**config.mk**
```make
export PLATFORM = sky130hd
export DESIGN_NAME = wb_echo_capture
export DESIGN_NICKNAME = d
export VERILOG_FILES = /design/src/rtl/wb_echo_capture.sv
export SDC_FILE = /design/constraint.sdc
export NUM_CORES = 1
export LEC_CHECK = 0
export ABC_AREA = 1
export BUFFER_PORTS_ARGS = -buffer_cell sky130_fd_sc_hd__buf_2
export CAP_MARGIN = 20
export CORE_ASPECT_RATIO = 1.5
export CORE_MARGIN = 5
export CORE_UTILIZATION = 45
export CTS_CLUSTER_DIAMETER = 200
export DETAILED_ROUTE_END_ITERATION = 8
export PLACE_DENSITY = 0.67
export SETUP_SLACK_MARGIN = 0.3
export SLEW_MARGIN = 20
export SYNTH_ARGS = -nofsm -noshare
export SYNTH_HDL_FRONTEND = slang
export SYNTH_SLANG_ARGS = --single-unit
```
**constraint.sdc**
```tcl
create_clock -name clk -period 5.95 [get_ports clk]
set_clock_uncertainty 0.1 [all_clocks]
set_input_delay 1.19 -clock clk [delete_from_list [all_inputs] [get_ports clk]]
set_output_delay 1.19 -clock clk [all_outputs]
set_load 0.05 [all_outputs]
```
**src/rtl/wb_echo_capture.sv**
```systemverilog
// rtl/wb_echo_capture.sv - Wishbone echo pulse-width capture slave with timeout, overrun and level irq.
// Optional glitch filter on the synchronized echo when ECHO_GLITCH_FILTER_EN is defined.
module wb_echo_capture #(
  parameter logic [31:0] timeout_default = 32'd3000000,
  parameter int          filter_len      = 4
) (
  input  logic        clk,
  input  logic        reset,
  input  logic [31:0] wb_adr_i,
  input  logic [31:0] wb_dat_i,
  output logic [31:0] wb_dat_o,
  input  logic        wb_stb_i,
  input  logic        wb_cyc_i,
  input  logic        wb_we_i,
  input  logic [3:0]  wb_sel_i,
  output logic        wb_ack_o,
  input  logic        trig_i,
  input  logic        echo_i,
  output logic        intr
);

  typedef enum logic [1:0] {S_IDLE, S_ARMED, S_MEASURE, S_HOLDOFF} state_t;

  state_t      r_state, w_state_nxt;
  logic        r_echo_m, r_echo_s, r_echo_d, r_trig_d;
  logic        r_ack, r_enable, r_irq_en, r_valid, r_tmo_flag, r_overrun, r_intr;
  logic [31:0] r_dat, r_width, r_cnt, r_elapsed, r_tmo_reg;
  logic        w_echo, w_rise, w_fall, w_busy, w_req, w_wr;
  logic        w_wr_status, w_wr_ctrl, w_wr_tmo, w_en_eff, w_arm_req, w_tmo_hit;
  logic        w_arm, w_start, w_done, w_tmo, w_clr_valid, w_clr_tmo, w_clr_ovr;
  logic [31:0] w_rdata;
  logic        w_unused;

  assign w_unused = ^{wb_sel_i, wb_adr_i[31:4], wb_adr_i[1:0]};

  always_ff @(posedge clk or negedge reset) begin
    if (!reset) begin
      r_echo_m <= 1'b0;
      r_echo_s <= 1'b0;
      r_echo_d <= 1'b0;
      r_trig_d <= 1'b0;
    end else begin
      r_echo_m <= echo_i;
      r_echo_s <= r_echo_m;
      r_echo_d <= w_echo;
      r_trig_d <= trig_i;
    end
  end

`ifdef ECHO_GLITCH_FILTER_EN
  localparam logic [7:0] FILT_MAX = 8'(filter_len - 1);
  logic       r_filt;
  logic [7:0] r_fcnt;

  // Level follows the synchronized echo only after filter_len consecutive disagreeing samples.
  always_ff @(posedge clk or negedge reset) begin
    if (!reset) begin
      r_filt <= 1'b0;
      r_fcnt <= 8'd0;
    end else if (r_echo_s != r_filt) begin
      if (r_fcnt == FILT_MAX) begin
        r_filt <= r_echo_s;
        r_fcnt <= 8'd0;
      end else begin
        r_fcnt <= r_fcnt + 8'd1;
      end
    end else begin
      r_fcnt <= 8'd0;
    end
  end
  assign w_echo = r_filt;
`else
  assign w_echo = r_echo_s;
`endif

  assign w_rise = w_echo & ~r_echo_d;
  assign w_fall = ~w_echo & r_echo_d;
  assign w_busy = (r_state != S_IDLE);

  assign w_req       = wb_stb_i & wb_cyc_i;
  assign w_wr        = w_req & wb_we_i & r_ack;
  assign w_wr_status = w_wr & (wb_adr_i[3:2] == 2'd0);
  assign w_wr_ctrl   = w_wr & (wb_adr_i[3:2] == 2'd2);
  assign w_wr_tmo    = w_wr & (wb_adr_i[3:2] == 2'd3);
  assign w_clr_valid = w_wr_status & wb_dat_i[1];
  assign w_clr_tmo   = w_wr_status & wb_dat_i[2];
  assign w_clr_ovr   = w_wr_status & wb_dat_i[3];

  // A CTRL write in progress is honoured in the same cycle for both arm and abort.
  assign w_en_eff  = w_wr_ctrl ? wb_dat_i[0] : r_enable;
  assign w_arm_req = (r_trig_d & ~trig_i) | (w_wr_ctrl & wb_dat_i[2]);
  assign w_tmo_hit = (r_tmo_reg != 32'd0) &&
                     (({1'b0, r_elapsed} + 33'd1) >= {1'b0, r_tmo_reg});

  always_comb begin
    w_state_nxt = r_state;
    w_arm       = 1'b0;
    w_start     = 1'b0;
    w_done      = 1'b0;
    w_tmo       = 1'b0;
    if (!w_en_eff) begin
      w_state_nxt = S_IDLE;
    end else begin
      case (r_state)
        S_IDLE: if (w_arm_req) begin
          w_state_nxt = S_ARMED;
          w_arm       = 1'b1;
        end
        S_ARMED: if (w_rise) begin
          w_state_nxt = S_MEASURE;
          w_start     = 1'b1;
        end else if (w_tmo_hit) begin
          w_state_nxt = S_HOLDOFF;
          w_tmo       = 1'b1;
        end
        S_MEASURE: if (w_fall) begin
          w_state_nxt = S_IDLE;
          w_done      = 1'b1;
        end else if (w_tmo_hit) begin
          w_state_nxt = S_HOLDOFF;
          w_tmo       = 1'b1;
        end
        S_HOLDOFF: if (!w_echo) w_state_nxt = S_IDLE;
        default: w_state_nxt = S_IDLE;
      endcase
    end
  end

  always_comb begin
    w_rdata = 32'd0;
    case (wb_adr_i[3:2])
      2'd0: w_rdata = {28'd0, r_overrun, r_tmo_flag, r_valid, w_busy};
      2'd1: w_rdata = r_width;
      2'd2: w_rdata = {30'd0, r_irq_en, r_enable};
      2'd3: w_rdata = r_tmo_reg;
      default: w_rdata = 32'd0;
    endcase
  end

  always_ff @(posedge clk or negedge reset) begin
    if (!reset) begin
      r_state    <= S_IDLE;
      r_ack      <= 1'b0;
      r_dat      <= 32'd0;
      r_enable   <= 1'b0;
      r_irq_en   <= 1'b0;
      r_tmo_reg  <= timeout_default;
      r_width    <= 32'd0;
      r_cnt      <= 32'd0;
      r_elapsed  <= 32'd0;
      r_valid    <= 1'b0;
      r_tmo_flag <= 1'b0;
      r_overrun  <= 1'b0;
      r_intr     <= 1'b0;
    end else begin
      r_state <= w_state_nxt;
      r_ack   <= w_req & ~r_ack;
      if (w_req && !r_ack) r_dat <= w_rdata;
      if (w_wr_ctrl) begin
        r_enable <= wb_dat_i[0];
        r_irq_en <= wb_dat_i[1];
      end
      if (w_wr_tmo) r_tmo_reg <= wb_dat_i;
      if (w_arm) r_elapsed <= 32'd0;
      else if ((r_state == S_ARMED || r_state == S_MEASURE) && r_elapsed != 32'hFFFF_FFFF)
        r_elapsed <= r_elapsed + 32'd1;
      if (w_start) r_cnt <= 32'd1;
      else if (r_state == S_MEASURE && w_echo && r_cnt != 32'hFFFF_FFFF)
        r_cnt <= r_cnt + 32'd1;
      if (w_done) r_width <= r_cnt;
      r_valid    <= w_done | (r_valid & ~w_clr_valid);
      r_tmo_flag <= w_tmo | (r_tmo_flag & ~w_clr_tmo);
      r_overrun  <= (w_done & r_valid) | (r_overrun & ~w_clr_ovr);
      r_intr     <= r_irq_en & (r_valid | r_tmo_flag);
    end
  end

  assign wb_dat_o = r_dat;
  assign wb_ack_o = r_ack;
  assign intr     = r_intr;

endmodule

```
==> flow_summary.json <==
{
  "outcome": "completed",
  "hpwl_mm": 18.48,
  "drc_errors": 0,
  "setup_viol": 0,
  "postCtsHoldBufs": 0,
  "insertion_delay_ns": 0.44,
  "final_area_mm2": 0.01054,
  "dr.first_iter.drc_count": 503,
  "rows": 64,
  "synthCells": 1132,
  "synth_cell_type_count": 53,
  "synth_edf_count": 0,
  "path_max_fanout": 21,
  "synth_top_flop_cell": "dfrtp_1",
  "wirelength_mm": 24.65,
  "hold_start": "r_echo_m$_DFF_PN0_",
  "fillers": 1982,
  "tightest_slew_ns": 0.8939,
  "yosys.area.top_type": "dfrtp_1",
  "avgRoutedWirePerCell_um": 16.78,
  "p_leak_nw": 5.141,
  "crit_path_end_kind": "flip-flop",
  "synth_nets": 1246,
  "grt_pass1_vias": 7922,
  "drt_first_pass_iters": 5,
  "yosysMostFrequentCell": "nand2_1",
  "netlist.area_leader.share_pct": 43.64,
  "synthesis.area_mm2": 0.009346,
  "cts_sinks": 173,
  "drive_above_1_share_pct": 15.02,
  "postLayoutCoreUtil_pct": 51.64,
  "synth_top_cells_by_count": "nand2_1 (221), dfrtp_1 (163), inv_1 (131)",
  "core_mm2": 0.02042,
  "avgViaCountPerCell": 5.367,
  "grt_max_degree": 83,
  "final.setup.tns_ns": 0,
  "post_cts_resized": 0,
  "ys.warnings.count": 0,
  "max_cap_violations": 0,
  "hold_class": "flip-flop to flip-flop",
  "ys_ff_latch": 173,
  "arrival_ns": 3.86,
  "place_area_mm2": 0.009921,
  "grt_usage_pct": 21.24,
  "fmax_ghz": 0.2749,
  "finalCritPeriodShare_pct": 61.15,
  "chipWidth_um": 127.7,
  "portBuffers": 74,
  "netlist_top_cells_area": "dfrtp_1 (44%), nand2_1 (8.9%), inv_1 (5.3%), ha_1 (5.2%), nor2_1 (5.0%)",
  "register_area_mm2": 0.004342,
  "ios": 109,
  "clk_pin_slew_worst_paths_ns": 0.07,
  "r2r-start": "r_elapsed[2]$_DFFE_PN0P_",
  "syn_avg_cell_area_um2": 8.257,
  "area_growth_syn_to_layout_pct": 12.81,
  "ys_seq_area_share_pct": 46.45,
  "multiInputGateArea_mm2": 0.004302,
  "cts_setup_buffers": 0,
  "die_area_mm2": 0.02381,
  "fin_ws_ns": 2.312,
  "grt_pass1_wl_mm": 40.23,
  "nNetsFinal": 1306,
  "rsz0062_at_grt": "false",
  "final_max_slew_viol_count": 0,
  "cts_tree": "done",
  "clockBufferDepth": 2,
  "antenna_found_initial": 0,
  "startpoint": "wb_stb_i",
  "worstSetupPathType": "input pin to flip-flop",
  "gr-total-overflow": 0,
  "max-slew-margin-rel_pct": 40.26,
  "start_util_pct": 45.77,
  "numCtsBuffers": 17,
  "via_count": 7884,
  "antenna_left": 0,
  "place_ws_ns": 1.907,
  "worstPathRequired_ns": 6.17,
  "diodes": 0,
  "peakVddDrop_v": 0.0002176,
  "hold_viol": 0,
  "cts-root-buf": "clkbuf_16",
  "min_period_ns": 3.638,
  "die_h_um": 186.5,
  "ys_async_sr_fraction_pct": 100.0,
  "gp_congestion": 0.9528,
  "crit_path_start_kind": "input pin",
  "htree_levels": 4,
  "p_per_area_mw_per_mm2": 323.6
}
==> report_power, final <==
group          internal, W  switching (W)  total (W)  leakage, nW
registers          0.00133       0.000141    0.00147         2.11
clock network     0.000687       0.000490    0.00118        0.293
logic             0.000233       0.000530   0.000762         2.73
==> metrics by stage <==
stage,power [W],hold slack [ns],std cells
detailed placement,0.002253,0.2667,1437
floorplan,0.002015,0.2312,1132
global placement,0.002233,0.2685,1437
CTS,0.003432,0.2870,1469
finish,0.003412,0.2756,1469
global route,0.003586,0.2936,1469
==> path summary, 6_finish.rpt <==
kind	depth (start not counted)	slack [ns]	endpoint
max	9	2.31	r_elapsed[19]$_DFFE_PN0P_
max in group asynchronous	2	3.92	r_elapsed[24]$_DFFE_PN0P_
min in group asynchronous	1	0.69	r_tmo_reg[5]$_DFFE_PN0P_
min	0	0.28	r_echo_s$_DFF_PN0_
max reg2reg	22	2.50	r_state[0]$_DFFE_PN0P_
min reg2reg	0	0.28	r_echo_s$_DFF_PN0_
==> cells in the final DEF (no fill, tap or decap), types with 5 or more instances in the layout <==
master / count
a21oi_1: 59
a31oi_1: 34
buf_2: 73
clkbuf_16: 17
dfrtp_1: 163
dfstp_2: 10
ha_1: 39
inv_1: 131
inv_2: 10
nand2_1: 220
nand2_2: 13
nand3_1: 56
nand4_1: 18
nor2_1: 123
nor2_2: 5
nor2_4: 9
nor3_1: 22
nor3_2: 5
nor4_1: 7
o21ai_0: 64
o21ai_1: 16
o22ai_1: 15
xor2_1: 30
==> layout make-up <==
cell class,instances,area share (%)
Clock buffer,20,4.331
Multi-Input combinational cell,778,40.80
Inverter,144,5.174
Timing Repair Buffer,78,3.857
Clock inverter,12,1.531
Tap cell,264,3.133
Sequential cell,173,41.18
==> worst max-delay path: stages <==
cell     delay [ns]
buf_2          0.07
nand2_1        0.09
nor2_1         0.49
nand2_2        0.17
o22ai_1        0.42
nand2_1        0.10
nand2_1        0.67
inv_2          0.33
a22o_1         0.32
==> cell families after synthesis <==
family,after synthesis,synth area share (%)
AO/OA/AOI/OAI,210,12.69
flip-flops,173,46.45
multiplexers,4,0.4819
buffers and inverters,181,7.684
adder cells (fa/ha/maj),39,5.221
XOR/XNOR,31,2.905
AND/OR/NAND/NOR,494,24.57
==> metal layers <==
| metal | track usage, % | vias up | share of wire [%] |
|---|---|---|---|
| met5 | 0 | - | 0 |
| met3 | 3.318 | 55 | 3.5 |
| met2 | 37.32 | 188 | 53 |
| met4 | 9.845 | 0 | 3.8 |
| li1 | - | 3855 | - |
| met1 | 25.21 | 3786 | 40 |
No activity file was read; power rests on OpenSTA's default activity.
